<file path="config.mk">
export PLATFORM = sky130hd
export DESIGN_NAME = median_window_filter_flat
export DESIGN_NICKNAME = d
export VERILOG_FILES = /design/src/rtl/median_window_filter_pkg.sv /design/src/rtl/median_window_filter_if.sv /design/src/rtl/median_window_filter_cmp_swap.sv /design/src/rtl/median_window_filter.sv /design/src/flat_wrapper.sv
export SDC_FILE = /design/constraint.sdc
export NUM_CORES = 1
export LEC_CHECK = 0
export BUFFER_PORTS_ARGS = -buffer_cell sky130_fd_sc_hd__buf_2
export CAP_MARGIN = 25
export CELL_PAD_IN_SITES_DETAIL_PLACEMENT = 0
export CELL_PAD_IN_SITES_GLOBAL_PLACEMENT = 1
export CORE_MARGIN = 5
export CORE_UTILIZATION = 40
export DETAILED_ROUTE_END_ITERATION = 16
export PLACE_DENSITY = 0.77
export SYNTH_ARGS = -nofsm -noshare
export SYNTH_HDL_FRONTEND = slang
export SYNTH_HIERARCHICAL = 1
export SYNTH_SLANG_ARGS = --single-unit
</file>
<file path="constraint.sdc">
create_clock -name clk -period 4.5 [get_ports clk]
set_input_delay 0.45 -clock clk [delete_from_list [all_inputs] [get_ports clk]]
set_output_delay 0.45 -clock clk [all_outputs]
set_load 0.02 [all_outputs]
</file>
<file path="src/rtl/median_window_filter_pkg.sv">
// Shared constants for the median window filter: FSM encodings, mode codes,
// the rank selection type and the legality rule for the window length.
package median_window_filter_pkg;

    localparam logic [1:0] ST_IDLE = 2'd0;
    localparam logic [1:0] ST_SORT = 2'd1;
    localparam logic [1:0] ST_HOLD = 2'd2;

    localparam logic [1:0] MODE_MED = 2'b00;
    localparam logic [1:0] MODE_MIN = 2'b01;
    localparam logic [1:0] MODE_MAX = 2'b10;

    typedef enum logic [1:0] {
        RANK_MED = 2'd0,
        RANK_MIN = 2'd1,
        RANK_MAX = 2'd2
    } rank_sel_e;

    function automatic bit taps_legal(input int taps);
        return (taps >= 3) && (taps <= 31) && ((taps % 2) == 1);
    endfunction

    // Mode 11 is treated as median so a stuck-high mode bus still yields a sane result.
    function automatic rank_sel_e decode_mode(input logic [1:0] mode);
        case (mode)
            MODE_MIN: return RANK_MIN;
            MODE_MAX: return RANK_MAX;
            default:  return RANK_MED;
        endcase
    endfunction

endpackage

</file>
<file path="src/rtl/median_window_filter_if.sv">
// Stream interface of the median window filter: sample input, result output,
// flush and status. master = source/consumer side, slave = filter side.
interface median_window_filter_if #(
    parameter int WIDTH = 8,
    parameter int TAPS  = 9
);
    logic                    flush;
    logic                    in_valid;
    logic                    in_ready;
    logic [WIDTH-1:0]        in_data;
    logic [1:0]              mode;
    logic                    out_valid;
    logic                    out_ready;
    logic [WIDTH-1:0]        out_data;
    logic [TAPS*WIDTH-1:0]   sorted_out;
    logic                    busy;

    modport master (
        output flush, in_valid, in_data, mode, out_ready,
        input  in_ready, out_valid, out_data, sorted_out, busy
    );

    modport slave (
        input  flush, in_valid, in_data, mode, out_ready,
        output in_ready, out_valid, out_data, sorted_out, busy
    );
endinterface

</file>
<file path="src/rtl/median_window_filter_cmp_swap.sv">
// Combinational compare-exchange cell: orders one adjacent pair of the sort vector.
module median_cmp_swap #(
    parameter int WIDTH = 8
) (
    input  logic [WIDTH-1:0] a,
    input  logic [WIDTH-1:0] b,
    output logic [WIDTH-1:0] lo,
    output logic [WIDTH-1:0] hi
);
    logic swap;

    // Strict compare: equal values stay in place.
    assign swap = (a > b);
    assign lo   = swap ? b : a;
    assign hi   = swap ? a : b;

endmodule

</file>
<file path="src/rtl/median_window_filter.sv">
// Sliding-window rank filter: shifts in samples, sorts a snapshot of the full
// window with one odd-even transposition pass per clock, and holds the result.
//
// state   | meaning
// IDLE    | waiting for a sample; only state with in_ready high
// SORT    | TAPS compare-exchange passes, then one cycle to register the result
// HOLD    | out_valid high, result frozen until out_ready
module median_window_filter
    import median_window_filter_pkg::*;
#(
    parameter int WIDTH = 8,
    parameter int TAPS  = 9
) (
    input  logic                   clk,
    input  logic                   reset,
    median_window_filter_if.slave  bus
);
    localparam int CNT_W = $clog2(TAPS + 1);
    localparam int MID   = TAPS / 2;

    if (!taps_legal(TAPS)) begin : g_bad_taps
        $error("median_window_filter: TAPS must be odd and within 3..31");
    end

    logic [1:0]       state;
    logic [WIDTH-1:0] win    [TAPS];
    logic [WIDTH-1:0] sort_q [TAPS];
    logic [WIDTH-1:0] sort_d [TAPS];
    logic [WIDTH-1:0] cmp_lo [TAPS-1];
    logic [WIDTH-1:0] cmp_hi [TAPS-1];
    logic [CNT_W-1:0] fill_cnt;
    logic [CNT_W-1:0] pass_cnt;
    rank_sel_e        rank_q;
    logic             out_valid_q;
    logic [WIDTH-1:0] out_data_q;
    logic [WIDTH-1:0] rank_val;
    logic             accept;
    logic             full_after_accept;
    logic             passes_done;
    logic [TAPS*WIDTH-1:0] sorted_flat;

    assign bus.in_ready    = (state == ST_IDLE);
    assign accept          = bus.in_valid & bus.in_ready;
    assign full_after_accept = (fill_cnt >= CNT_W'(TAPS - 1));
    assign passes_done     = (pass_cnt == CNT_W'(TAPS));

    for (genvar i = 0; i < TAPS - 1; i++) begin : g_cmp
        median_cmp_swap #(.WIDTH(WIDTH)) u_cmp (
            .a  (sort_q[i]),
            .b  (sort_q[i+1]),
            .lo (cmp_lo[i]),
            .hi (cmp_hi[i])
        );
    end

    // Pair i is live when its parity matches the pass parity; live pairs never overlap.
    always_comb begin
        for (int j = 0; j < TAPS; j++) begin
            sort_d[j] = sort_q[j];
        end
        for (int i = 0; i < TAPS - 1; i++) begin
            if (((i % 2) == 1) == pass_cnt[0]) begin
                sort_d[i]   = cmp_lo[i];
                sort_d[i+1] = cmp_hi[i];
            end
        end
    end

    always_comb begin
        case (rank_q)
            RANK_MIN: rank_val = sort_q[0];
            RANK_MAX: rank_val = sort_q[TAPS-1];
            default:  rank_val = sort_q[MID];
        endcase
    end

    always_ff @(posedge clk or negedge reset) begin
        if (!reset) begin
            for (int k = 0; k < TAPS; k++) begin
                win[k] <= '0;
            end
            fill_cnt <= '0;
        end else if (bus.flush) begin
            for (int k = 0; k < TAPS; k++) begin
                win[k] <= '0;
            end
            fill_cnt <= '0;
        end else if (accept) begin
            win[0] <= bus.in_data;
            for (int k = 1; k < TAPS; k++) begin
                win[k] <= win[k-1];
            end
            if (fill_cnt != CNT_W'(TAPS)) begin
                fill_cnt <= fill_cnt + 1'b1;
            end
        end
    end

    always_ff @(posedge clk or negedge reset) begin
        if (!reset) begin
            state       <= ST_IDLE;
            pass_cnt    <= '0;
            rank_q      <= RANK_MED;
            out_valid_q <= 1'b0;
            out_data_q  <= '0;
            for (int k = 0; k < TAPS; k++) begin
                sort_q[k] <= '0;
            end
        end else if (bus.flush) begin
            state       <= ST_IDLE;
            pass_cnt    <= '0;
            rank_q      <= RANK_MED;
            out_valid_q <= 1'b0;
            out_data_q  <= '0;
            for (int k = 0; k < TAPS; k++) begin
                sort_q[k] <= '0;
            end
        end else begin
            case (state)
                ST_IDLE: begin
                    // Snapshot is the window as it will look after this shift.
                    if (accept && full_after_accept) begin
                        sort_q[0] <= bus.in_data;
                        for (int k = 1; k < TAPS; k++) begin
                            sort_q[k] <= win[k-1];
                        end
                        rank_q   <= decode_mode(bus.mode);
                        pass_cnt <= '0;
                        state    <= ST_SORT;
                    end
                end
                ST_SORT: begin
                    if (passes_done) begin
                        out_data_q  <= rank_val;
                        out_valid_q <= 1'b1;
                        state       <= ST_HOLD;
                    end else begin
                        sort_q   <= sort_d;
                        pass_cnt <= pass_cnt + 1'b1;
                    end
                end
                ST_HOLD: begin
                    if (bus.out_ready) begin
                        out_valid_q <= 1'b0;
                        state       <= ST_IDLE;
                    end
                end
                default: state <= ST_IDLE;
            endcase
        end
    end

    always_comb begin
        for (int k = 0; k < TAPS; k++) begin
            sorted_flat[k*WIDTH +: WIDTH] = sort_q[k];
        end
    end

    assign bus.out_valid  = out_valid_q;
    assign bus.out_data   = out_data_q;
    assign bus.sorted_out = sorted_flat;
    assign bus.busy       = (state != ST_IDLE);

endmodule
</file>
<file path="src/flat_wrapper.sv">
// flat-port wrapper written by rule: the top's interface ports become plain ports
module median_window_filter_flat import median_window_filter_pkg::*;
#(
    parameter int WIDTH = 8,
    parameter int TAPS  = 9
)
  (clk, reset, bus_flush, bus_in_valid, bus_in_data, bus_mode, bus_out_ready, bus_in_ready, bus_out_valid, bus_out_data, bus_sorted_out, bus_busy);
  median_window_filter_if #(.WIDTH(WIDTH), .TAPS(TAPS)) bus_i ();
  input  logic clk;
  input  logic reset;
  input wire logic [$bits(bus_i.flush)-1:0] bus_flush;
  input wire logic [$bits(bus_i.in_valid)-1:0] bus_in_valid;
  input wire logic [$bits(bus_i.in_data)-1:0] bus_in_data;
  input wire logic [$bits(bus_i.mode)-1:0] bus_mode;
  input wire logic [$bits(bus_i.out_ready)-1:0] bus_out_ready;
  output wire logic [$bits(bus_i.in_ready)-1:0] bus_in_ready;
  output wire logic [$bits(bus_i.out_valid)-1:0] bus_out_valid;
  output wire logic [$bits(bus_i.out_data)-1:0] bus_out_data;
  output wire logic [$bits(bus_i.sorted_out)-1:0] bus_sorted_out;
  output wire logic [$bits(bus_i.busy)-1:0] bus_busy;
  assign bus_i.flush = bus_flush;
  assign bus_i.in_valid = bus_in_valid;
  assign bus_i.in_data = bus_in_data;
  assign bus_i.mode = bus_mode;
  assign bus_i.out_ready = bus_out_ready;
  assign bus_in_ready = bus_i.in_ready;
  assign bus_out_valid = bus_i.out_valid;
  assign bus_out_data = bus_i.out_data;
  assign bus_sorted_out = bus_i.sorted_out;
  assign bus_busy = bus_i.busy;
  median_window_filter #(.WIDTH(WIDTH), .TAPS(TAPS)) u_core (.clk(clk), .reset(reset), .bus(bus_i));
endmodule
</file>
==> metrics.txt <==
status=completed; Seq cells post-synth=157; power per standard cell area=approximately 260 nW/um2; grt ovf=0; Worst Path Required=4780 ps; Tmin final=between 2000 and 3000 ps; sw frac=28.73%; most used cell, CP=a21oi_1; Sum Neg Setup Slack=0 ps; Clock power frac=42.6%; number of CTS-inserted buffers=17; post-synthesis sequential area ratio=between 30% and 40%; Post-Synth XOR/XNOR Area=0.2268%; Core Footprint=28630 um2; EDFF count, synth=0; Clock Tree Buf Depth=2; Crit Reg-Reg Endpoint=u_core/bus.sorted_out[37]; register share of total power=44.2%; die area=roughly 32000 um2; Crit path max-delay family=compound AO/OA/AOI/OAI gates; cell depth of the worst setup path=10; Cell Chain, Critical Path=inv_1 -> ha_1 -> a21oi_1 -> o21ai_4 -> o22ai_4 -> mux2_4 -> mux2i_1 -> nor2_1 -> a21oi_1 -> o31ai_1; DRC Markers=0; final hold violations=0; most common cell after layout, fill and taps aside=nand2_1; syn_area_per_cell=between 9 and 10 um2; nets@finish=1379; # IOs=98; clock root buffer=clkbuf_16; unrepaired setup endpoints after global routing=false; cell-internal power=2378 uW; Cells after Synth=1248; vias in the first global route=between 8000 and 9000; DP HPWL=21840 um; DRT Wirelength=33310 um; critical path fanouts, max=16; Util after Layout=44.55%; synthesized cell area=11590 um2; main combinational cell family by area after synthesis=compound AO/OA/AOI/OAI gates; number of setup violations in the final report=0; Finished Cell Area=12750 um2; worst reg2reg startpoint=u_core/bus.sorted_out[39]; max-cap violations=0; synth-to-layout area growth=10.06%; H-tree depth=4; Buf+Inv Stages, Crit Path=1; warnings from Yosys=6; Critical Path End=u_core/bus.sorted_out[37]; CTS tree=done; Overall Global Routing Usage=20.20%; Fillers=approximately 2800; Fin Clk Skew=around 17 ps; Min-Delay Path Class=in -> async; Initial Util=40.48%; total setup buffers inserted after CTS=0; CTS Sinks=157; fin. max-slew vios=0; Antenna Nets Post-Route=0; starting DRC count in detailed routing=just over 700; biggest cell delay along the critical path=580 ps; P_leak=0.005684 uW; placed cell area=approximately 12000 um2; Worst R2R Path Depth=10; ANT cells=0; Worst Tran Pin Value=1034 ps; Placer Congestion=0.7926; Port Buffers=between 90 and 100; critical path endpoint category=register; Die X=around 180 um; Fmax achieved=around 340 MHz; most frequent cells in the layout=nand2_1 (217), a21oi_1 (168), dfrtp_1 (156); Worst setup SP type=register; Yosys cell types=between 40 and 50; Hold-fix buffers, CTS=0; die span in y=180.2 um; WL/cell=between 15 and 20 um; fin crit share=roughly two thirds; PostCTS Resize Cnt=0; peak supply drop=0.2434 mV; DRT Pass-1 Iters=6; post-synthesis adder-cell area fraction=around 7.7%; Main synth FF type=dfrtp_1; clk_lat worst skew=440 ps; Psw=958.7 uW; Compound-Gate Fraction of Synth Area=19.16%; relative slew slack=31.07%; combinational power share=13.2%; first-pass GRT wire length=approximately 53000 um; mux contribution to synthesized area=18.07%; crit path from=u_core/bus.sorted_out[39]; layout cells sized above 1=25.57%; largest net degree at the start of global routing=90; # rows=62; crit path DAT=between 3000 and 4000 ps; Async S/R FF share, synth=100.0%; routed via count=9426; CTS clock-pin slew for the worst setup and hold paths=70 ps; Syn Nets=between 1000 and 1500; simple-gate share of the synthesized area=13.51%; antenna violations before repair=0; cell type of the slowest stage on the worst timing path=dfrtp_1; Setup CP Type=reg -> reg; R2R setup slack=1590 ps; Via-to-Cell Ratio=5.578
[per-stage QoR]
step,instances,total power (uW),setup WS (ps),hold slack [ps]
floorplan,1248,1854,2076,154.4
global placement,1658,1941,1586,510.6
detailed placement,1658,1945,1579,516.0
CTS,1690,3368,1567,132.4
global route,1690,3474,1373,146.9
finish,1690,3337,1587,51.03
[cells in the mapped netlist, types with 3 or more instances]
master / n / area, um2
o31ai_1: 24 / 180.2
nor3_1: 3 / 15.01
nand4_2: 7 / 87.58
a21oi_2: 8 / 70.07
nor2b_4: 8 / 110.1
o2bb2ai_1: 8 / 70.07
mux2i_1: 25 / 250.2
clkbuf_1: 37 / 138.9
o211ai_2: 8 / 100.1
dfrtp_1: 157 / 3929
nand3_1: 10 / 50.05
inv_1: 102 / 382.9
nand4_1: 9 / 56.30
nand3b_1: 4 / 30.03
nor2_1: 65 / 244.0
buf_12: 8 / 160.2
o22ai_4: 8 / 160.2
a22o_1: 9 / 78.83
o21ai_0: 42 / 210.2
o41ai_1: 33 / 289.0
buf_2: 24 / 120.1
buf_1: 12 / 45.04
nor3b_1: 9 / 67.56
nand2_1: 218 / 818.3
a21oi_1: 168 / 840.8
mux2_4: 80 / 1201
ha_1: 71 / 888.4
o21ai_4: 7 / 113.9
mux2_2: 57 / 641.9
a22oi_1: 8 / 60.06
[registers in the layout (all words and copies together), names as in the netlist]
signal                 count
u_core/bus.sorted_out     72
u_core/win                64
u_core/bus.out_data        8
u_core/fill_cnt            4
u_core/pass_cnt            4
u_core/rank_q              2
u_core/state               2
u_core/bus.out_valid       1
[how the worst min path moves through the flow]
stage                                 to  depth (start not counted)
2_1_floorplan     u_core/bus.out_data[0]                          0
6_report                  u_core/win[20]                          1
3_3_place_gp              u_core/win[13]                          2
3_5_place_dp              u_core/win[13]                          2
4_1_cts        u_core/bus.sorted_out[60]                          1
5_1_grt                   u_core/win[20]                          1
[final cells by class]
class / instances / area (um2) / area share (%)
multi-input cells: 906 / 6812 / 53.41
clock buffers: 17 / 425.4 / 3.336
repair buffers: 109 / 584.3 / 4.582
inverters: 102 / 382.9 / 3.002
clock inverters: 15 / 136.4 / 1.069
flip-flops and latches: 157 / 3933 / 30.83
well taps: 384 / 480.5 / 3.767
[routing by layer]
metal	vias to the layer above	GRT usage (%)	wire (um)
met5	-	0	0
met4	0	5.596	635
met3	33	3.331	1690
met2	304	29.48	14520
met1	4612	30.84	16470
li1	4477	-	-
[power groups by stage]
stage	combinational, uW	clock [uW]	sequential, uW
5_1_grt	480	1520	1480
3_3_place_gp	440	0	1500
2_1_floorplan	358	0	1500
3_5_place_dp	445	0	1500
6_report	442	1420	1470
4_1_cts	446	1450	1470
[kinds of logic after synthesis]
kind of cell               count (synthesis)
and+or+nand+nor                          342
muxes                                    162
AOI/OAI and AO/OA                        328
buffers and inverters                    185
DFF                                      157
xor gates and xnor gates                   3
adders and majority gates                 71
(Power assumes the default switching activity.)
